--- src/rtl/snail_pkg.sv ---
// Shared definitions for the 1101 sync-pattern link (transmitter and detector).
package snail_pkg;

  typedef enum logic [2:0] {
    ST_IDLE = 3'd0,
    ST_SYNC = 3'd1,
    ST_DATA = 3'd2,
    ST_PAR  = 3'd3,
    ST_GAP  = 3'd4
  } state_e;

  localparam logic [3:0] SYNC_DEFAULT = 4'b1101;

  function automatic int max3(input int x, input int y, input int z);
    int m;
    m = (x > y) ? x : y;
    return (m > z) ? m : z;
  endfunction

endpackage

--- src/rtl/snail_piso.sv ---
// Parallel-in serial-out shift register, MSB first; zeros fill in behind, so dout idles low.
// Load wins over shift; dout is the register MSB, available the cycle after load.
module snail_piso #(
  parameter int W = 12
) (
  input  logic         clk,
  input  logic         reset,
  input  logic         load,
  input  logic         shift,
  input  logic [W-1:0] din,
  output logic         dout
);

  logic [W-1:0] sr_q;
  logic [W-1:0] sr_d;

  always_comb begin
    sr_d = sr_q;
    if (load) begin
      sr_d = din;
    end else if (shift) begin
      sr_d = sr_q << 1;
    end
  end

  always_ff @(posedge clk or negedge reset) begin
    if (!reset) begin
      sr_q <= '0;
    end else begin
      sr_q <= sr_d;
    end
  end

  assign dout = sr_q[W-1];

endmodule

--- src/rtl/snail_pattern_tx.sv ---
// Serial frame transmitter: sync pattern + payload (+ even parity with SNAIL_TX_PARITY_EN), MSB first;
// first bit one cycle after accept; ready only in IDLE, start while busy is dropped.
module snail_pattern_tx
  import snail_pkg::*;
#(
  parameter int                DATA_W = 8,
  parameter int                SYNC_W = 4,
  parameter logic [SYNC_W-1:0] SYNC   = SYNC_DEFAULT,
  parameter int                GAP    = 2
) (
  input  logic              clk,
  input  logic              reset,
  input  logic              start,
  input  logic [DATA_W-1:0] data,
  output logic              ready,
  output logic              a,
  output logic              frame,
  output logic              done
);

`ifdef SNAIL_TX_PARITY_EN
  localparam int PAR_W = 1;
`else
  localparam int PAR_W = 0;
`endif
  localparam int     FW      = SYNC_W + DATA_W + PAR_W;
  localparam int     CW      = $clog2(max3(SYNC_W, DATA_W, GAP) + 1);
  localparam state_e POST_ST = (GAP == 0) ? ST_IDLE : ST_GAP;

  state_e          state_q, state_d;
  logic [CW-1:0]   cnt_q, cnt_d;
  logic            done_q, done_d;
  logic            load;
  logic            last;
  logic [FW-1:0]   load_vec;

`ifdef SNAIL_TX_PARITY_EN
  assign load_vec = {SYNC, data, ^data};
`else
  assign load_vec = {SYNC, data};
`endif

  assign last = (cnt_q == CW'(1));

  always_ff @(posedge clk or negedge reset) begin
    if (!reset) begin
      state_q <= ST_IDLE;
      cnt_q   <= '0;
      done_q  <= 1'b0;
    end else begin
      state_q <= state_d;
      cnt_q   <= cnt_d;
      done_q  <= done_d;
    end
  end

  always_comb begin
    state_d = state_q;
    cnt_d   = cnt_q;
    done_d  = 1'b0;
    load    = 1'b0;
    case (state_q)
      ST_IDLE: begin
        if (start) begin
          load    = 1'b1;
          state_d = ST_SYNC;
          cnt_d   = CW'(SYNC_W);
        end
      end
      ST_SYNC: begin
        if (last) begin
          state_d = ST_DATA;
          cnt_d   = CW'(DATA_W);
        end else begin
          cnt_d = cnt_q - CW'(1);
        end
      end
      ST_DATA: begin
        if (last) begin
`ifdef SNAIL_TX_PARITY_EN
          state_d = ST_PAR;
          cnt_d   = '0;
`else
          done_d  = 1'b1;
          state_d = POST_ST;
          cnt_d   = CW'(GAP);
`endif
        end else begin
          cnt_d = cnt_q - CW'(1);
        end
      end
      ST_PAR: begin
        done_d  = 1'b1;
        state_d = POST_ST;
        cnt_d   = CW'(GAP);
      end
      ST_GAP: begin
        if (last) begin
          state_d = ST_IDLE;
          cnt_d   = '0;
        end else begin
          cnt_d = cnt_q - CW'(1);
        end
      end
      default: begin
        state_d = ST_IDLE;
        cnt_d   = '0;
      end
    endcase
  end

  always_comb begin
    ready = (state_q == ST_IDLE);
    frame = (state_q == ST_SYNC) || (state_q == ST_DATA) || (state_q == ST_PAR);
    done  = done_q;
  end

  // The shifter runs only while framing, so its drained zeros keep a low in IDLE/GAP.
  snail_piso #(
    .W(FW)
  ) u_piso (
    .clk  (clk),
    .reset(reset),
    .load (load),
    .shift(frame),
    .din  (load_vec),
    .dout (a)
  );

endmodule

--- config.mk ---
export PLATFORM = sky130hd
export DESIGN_NAME = snail_pattern_tx
export DESIGN_NICKNAME = d
export VERILOG_FILES = /design/src/rtl/snail_pkg.sv /design/src/rtl/snail_piso.sv /design/src/rtl/snail_pattern_tx.sv
export SDC_FILE = /design/constraint.sdc
export NUM_CORES = 1
export LEC_CHECK = 0
export BUFFER_PORTS_ARGS = -buffer_cell sky130_fd_sc_hd__buf_2
export CORE_MARGIN = 2
export CORE_UTILIZATION = 59
export CTS_CLUSTER_DIAMETER = 30
export CTS_CLUSTER_SIZE = 8
export DETAILED_ROUTE_END_ITERATION = 12
export PLACE_DENSITY = 0.93
export REMOVE_ABC_BUFFERS = 1
export SETUP_SLACK_MARGIN = 0.02
export SLEW_MARGIN = 25
export SYNTH_ARGS = -nofsm -noshare
export SYNTH_HDL_FRONTEND = slang
export SYNTH_SLANG_ARGS = --single-unit
--- constraint.sdc ---
create_clock -name clk -period 3 [get_ports clk]
set_input_delay 0.45 -clock clk [delete_from_list [all_inputs] [get_ports clk]]
set_output_delay 0.45 -clock clk [all_outputs]
set_load 0.01 [all_outputs]
==> flow_summary.ini, run 1 <==
[routing]
maxUsedRoutingLayer = met4
drtIter0Drc = 18
wl_per_cell_microns = 13.66
met1_length_microns = 954
drc_errors = 0
met2WireLength_microns = 1003
detail-route-antenna-nets = 0
wl_met3_microns = 43
first_pass_iters = 4
vias_per_cell = 5.765
routed_wirelength_microns = 2035
route.vias.total = 859

[final_layout]
layout-drive-gt1-share_pct = 25.81
n_antenna_cell = 0
fin_util_pct = 68.72
fillers = 123
final_cell_area_sq_um = 1174
final_cells = 149
fin_nets = 138
area_growth_pct = 9.580

[grt]
antenna_found_initial = 0
gr-total-overflow = 0
grt_start_max_net_pins = 21
grt_usage_pct = 21.70
grt_pass1_vias = 737
grt_pass1_wl_microns = 3291

[worst_setup_path]
critPathLaunchType = flip-flop
reg2reg_to = cnt_q[3]
path_class = flip-flop to output port
cp-endpoint = frame
cp_data_arrival_time_ps = 1720
worstPathRequired_ps = 2550
reg2reg_depth = 6
worstSetupEndpointType = output port
setup.worst_path.start = state_q[1]
r2r_setup_slack_ps = 1410
r2r-start = cnt_q[1]
cp_max_fo = 13

[synthesis]
ys_seq_area_share_pct = 46.73
synth_area_leaders = dfrtp_1 (47%), a22oi_2 (8.2%), nand2_1 (7.4%)
synth.distinct_cells = 33
synth_top_area_share_pct = 46.73
netlist_instances = 113
avgSynthCellArea_sq_um = 9.478
ys_ff_latch = 20
synth_area_sq_um = 1071
yosysTopAreaCell = dfrtp_1
yosys_warnings = 0

[clock_tree]
htreeDepth = 1
post_cts_resized = 0
cts_setup_buffers = 0
ctsLongestPathBuffers = 2
clkTransAtPathRegs_ps = 120
cts_sinks = 20
cts-root-buf = clkbuf_4
cts_buffers = 3
tritoncts = done
hold_buffers = 0
clk_latency_ps = 300

[floorplan]
fp.dieH_microns = 46.61
coreArea_sq_um = 1708
dieArea_sq_um = 2172
rows = 15
io_pins = 15
die_w_microns = 46.61
initial_core_util_pct = 62.71

[timing]
rsz0062_at_grt = no
timing.final.crit_share_pct = 72.19
worst_slew_pin_slew_ps = 434.3
hold-worst-slack_ps = 63.41
setup_slack_ps = 834.3
period_minus_slack_ps = 2166
clock_skew_ps = 2.873
setup_violations = 0
max_slew_margin_pct = 71.05
finalSetupTns_ps = 0
max_freq_mhz = 461.8
finalHoldViolCount = 0
report.final.slew_viol_count = 0

[hold_path]
min_path_type = primary input to asynchronous set/reset pin

[placement]
portBuffers = 14
place_inst = 145
pre_cts_ws_ps = 1205
hpwl_microns = 1482
place_area_sq_um = 1121
gp_congestion = 0.8277

[pwr]
ir_drop_uv = 620.7
p_leak_nw = 0.5669
total_power_mw = 1.446
cellPowerDensity_nw_per_um2 = 1232

[job]
maxCapViolations = 0

[status]
run_status = finished, final reports clean
metal layers:
layer  vias up  GRT usage, %
met5         -             0
met4         0         10.29
met3         4         2.353
met2        17         33.89
met1       425         29.93
li1        413             -
cells in the final DEF, fill, tap and decap left out:
| master | instances |
|---|---|
| nand2_1 | 21 |
| dfrtp_1 | 20 |
| buf_2 | 14 |
| nand3_1 | 13 |
| a22oi_2 | 7 |
| nor2_1 | 5 |
| a21oi_1 | 5 |
| o21ai_1 | 4 |
| nor2b_1 | 3 |
| nor3_1 | 3 |
| o21ai_0 | 3 |
| clkbuf_4 | 3 |
| inv_1 | 2 |
| nand3b_1 | 2 |
| ha_1 | 2 |
| or3_4 | 1 |
| clkinv_2 | 1 |
| nor3b_2 | 1 |
| or2_4 | 1 |
| inv_2 | 1 |
| and2_4 | 1 |
| nand2_2 | 1 |
| nor3b_1 | 1 |
| o22ai_1 | 1 |
| or3b_1 | 1 |
| xor2_1 | 1 |
| o31ai_1 | 1 |
| a21o_1 | 1 |
| nor4b_1 | 1 |
| a211oi_1 | 1 |
| o22a_1 | 1 |
| bufinv_16 | 1 |
cells in the mapped netlist:
cell	number
a22oi_2	7
or3_4	1
nor3b_1	1
a211oi_1	1
o21ai_1	4
inv_2	1
nand2_2	1
clkbuf_1	1
a21oi_1	5
o21ai_0	3
o22ai_1	1
nand3b_1	2
xor2_1	1
o22a_1	1
nor3_1	3
clkinv_2	1
and2_4	1
a21o_1	1
nor3b_2	1
nor4b_1	1
buf_2	2
or3b_1	1
nand3_1	13
or2_4	1
buf_4	2
nor2_1	5
nor2b_1	3
ha_1	2
inv_1	2
o31ai_1	1
buf_6	2
nand2_1	21
dfrtp_1	20
how the worst min path moves through the flow:
stage,end,cells past startpoint,startpoint,slack (ps)
2_1_floorplan,cnt_q[0],0,reset,150
3_3_place_gp,cnt_q[1],1,reset,410
3_5_place_dp,cnt_q[1],1,reset,420
4_1_cts,done,1,reset,80
5_1_grt,state_q[0],1,reset,100
6_report,state_q[0],1,reset,60
kinds of logic (layout without fill, tap and decap cells):
group                    after synthesis  count (layout)  synth area share, %
flip-flops                            20              20                46.73
adder cells (fa/ha/maj)                2               2                2.336
AO/OA/AOI/OAI                         24              24                17.29
AND/OR/NAND/NOR                       55              55                26.52
XOR/XNOR                               1               1               0.8179
buffers and inverters                 11              22                6.307
state kept, by name, indices dropped and copies added, names as in the netlist:
name	cells
u_piso.sr_q	12
state_q	3
cnt_q	4
done	1
report_power, final:
part           total [mW]  switching (mW)  internal (mW)  leakage [nW]
logic               0.693           0.394          0.299         0.291
registers           0.531           0.132          0.399         0.248
clock network       0.221          0.0865          0.135        0.0279
critical path: stages, from the launching register on:
cell and delay [ps]:
dfrtp_1 590, nor2_1 100, or2_4 310, inv_2 230, buf_2 180
final cells by class:
class | count | area, sq um | share of cell area (%)
Multi-Input combinational cell | 82 | 503.0 | 42.86
Tap cell | 25 | 31.28 | 2.665
Clock buffer | 3 | 22.52 | 1.919
Clock inverter | 1 | 30.03 | 2.559
Inverter | 4 | 16.27 | 1.386
Timing Repair Buffer | 14 | 70.07 | 5.970
Sequential cell | 20 | 500.5 | 42.64
Note: power is estimated with default switching activity, not from simulation.
==> run 2, diff against run 1 <==
CORE_UTILIZATION = 55   (was 59)
PLACE_DENSITY = 0.88   (was 0.93)
clock period = 2.15 ns   (was 3 ns; I/O delays follow)
==> run 2 against run 1 <==
Compared with the run above: non-clock buffer count grew 1; highest routed layer unchanged; clock skew grew 4.0 ps; setup slack lost 720 ps; sequential power grew 39%; die area grew 6.7%.
==> flow_summary.ini, run 2 (synthesis results as in run 1) <==
[clock_tree]
clk_latency_ps = 310
cts_buffers = 3
post_cts_resized = 0
tritoncts = done
htreeDepth = 1
cts-root-buf = clkbuf_4
ctsLongestPathBuffers = 2
cts_sinks = 20
clkTransAtPathRegs_ps = 120

[hold_path]
min_path_type = primary input to flip-flop
hold-path-cell-count = 3

[floorplan]
fp.dieH_microns = 48.13
initial_core_util_pct = 60.07
rows = 15
coreArea_sq_um = 1783
dieArea_sq_um = 2317
die_w_microns = 48.13
io_pins = 15

[routing]
first_pass_iters = 4
routed_wirelength_microns = 2017
detail-route-antenna-nets = 0
route.vias.total = 833
drc_errors = 0
drtIter0Drc = 19
wl_per_cell_microns = 13.45
vias_per_cell = 5.553

[final_layout]
final_cell_area_sq_um = 1167
final_cell_mix = nand2_1 (21), dfrtp_1 (20), buf_2 (14)
fin_nets = 139
fillers = 141
layout_commonest_cell = nand2_1
layout-drive-gt1-share_pct = 25.60
reg_top3 = u_piso.sr_q: 12 flops, cnt_q: 4 flops, state_q: 3 flops
n_antenna_cell = 0
area_growth_pct = 8.995
largest_reg_flops = 12
final_cells = 150
top_register = u_piso.sr_q
fin_util_pct = 65.47

[worst_setup_path]
cp_slowest_cell = dfrtp_1
reg2reg_depth = 6
cp_data_arrival_time_ps = 1710
cp_cell_sequence = nor2_1 -> or2_4 -> inv_2 -> buf_2
critPathLaunchType = flip-flop
worstPathRequired_ps = 1830
cp_max_fo = 13
path_class = flip-flop to output port
worstSetupEndpointType = output port
slowest_delay_ps = 570

[timing]
setup_violations = 0
timing.final.crit_share_pct = 94.51
finalSetupTns_ps = 0
hold-worst-slack_ps = 196.8
worst_slew_pin_slew_ps = 442.5
period_minus_slack_ps = 2032
finalHoldViolCount = 0
report.final.slew_viol_count = 0
clock_skew_ps = 6.868
max_slew_margin_pct = 70.50
max_freq_mhz = 492.2
rsz0062_at_grt = no

[grt]
grt_pass1_wl_microns = 3339
gr-total-overflow = 0
grt_pass1_vias = 772
grt_usage_pct = 20.78
grt_start_max_net_pins = 21
antenna_found_initial = 0

[job]
maxCapViolations = 0

[pwr]
p_leak_nw = 0.5641
cellPowerDensity_nw_per_um2 = 1652
ir_drop_uv = 978.7

[placement]
place_area_sq_um = 1121
portBuffers = 14
gp_congestion = 0.8524
place_inst = 145
hpwl_microns = 1413

[status]
run_status = finished, final reports clean
==> run 2: final cells by class <==
cell class                      instances  area [sq um]  share of cell area (%)
Sequential cell                        20         500.5                   42.87
Clock buffer                            4         36.28                   3.108
Tap cell                               25         31.28                   2.680
Timing Repair Buffer                   15         80.08                   6.860
Multi-Input combinational cell         82         503.0                   43.09
Inverter                                4         16.27                   1.393
==> run 2: worst max-delay path, delay by kind of cell (launching register included) <==
kind,cells,cell delay (ps)
AND/OR/NAND/NOR,2,420
buffers and inverters,2,400
flip-flops,1,570
==> run 2: path summary, 6_finish.rpt <==
path                       slack [ps]             end      startpoint
max reg2reg                       560        cnt_q[3]        cnt_q[1]
min reg2reg                       490  u_piso.sr_q[9]  u_piso.sr_q[8]
max                               120           frame      state_q[0]
max in group asynchronous        1370  u_piso.sr_q[4]           reset
min                               200  u_piso.sr_q[0]         data[0]
min in group asynchronous         460            done           reset
==> run 2: metal layers <==
metal  up-vias  track usage, %  share of wire (%)
met1       391           31.33                 46
met5         -               0                  0
met4         0           10.27                2.1
li1        414               -                  -
met2        23           29.87                 48
met3         5           2.222                3.7
==> run 2: stage by stage <==
| stage | total power, mW | worst slack, ps |
|---|---|---|
| after global routing | 2.087 | 27.42 |
| after floorplan | 1.457 | 723.1 |
| after detailed placement | 1.694 | 503.6 |
| after CTS | 1.921 | 139.0 |
| after global placement | 1.645 | 530.9 |
| final | 1.929 | 118.1 |
==> run 2: power by group <==
group	switching, mW	leakage, nW	internal (mW)
combinational	0.547	0.295	0.418
clock	0.124	0.0210	0.104
sequential	0.179	0.248	0.557
==> run 2: timing repair <==
item                                   CTS  global route
endpoints found under the hold margin   20             0
hold buffers                             1             0
buffers inserted                         0             0
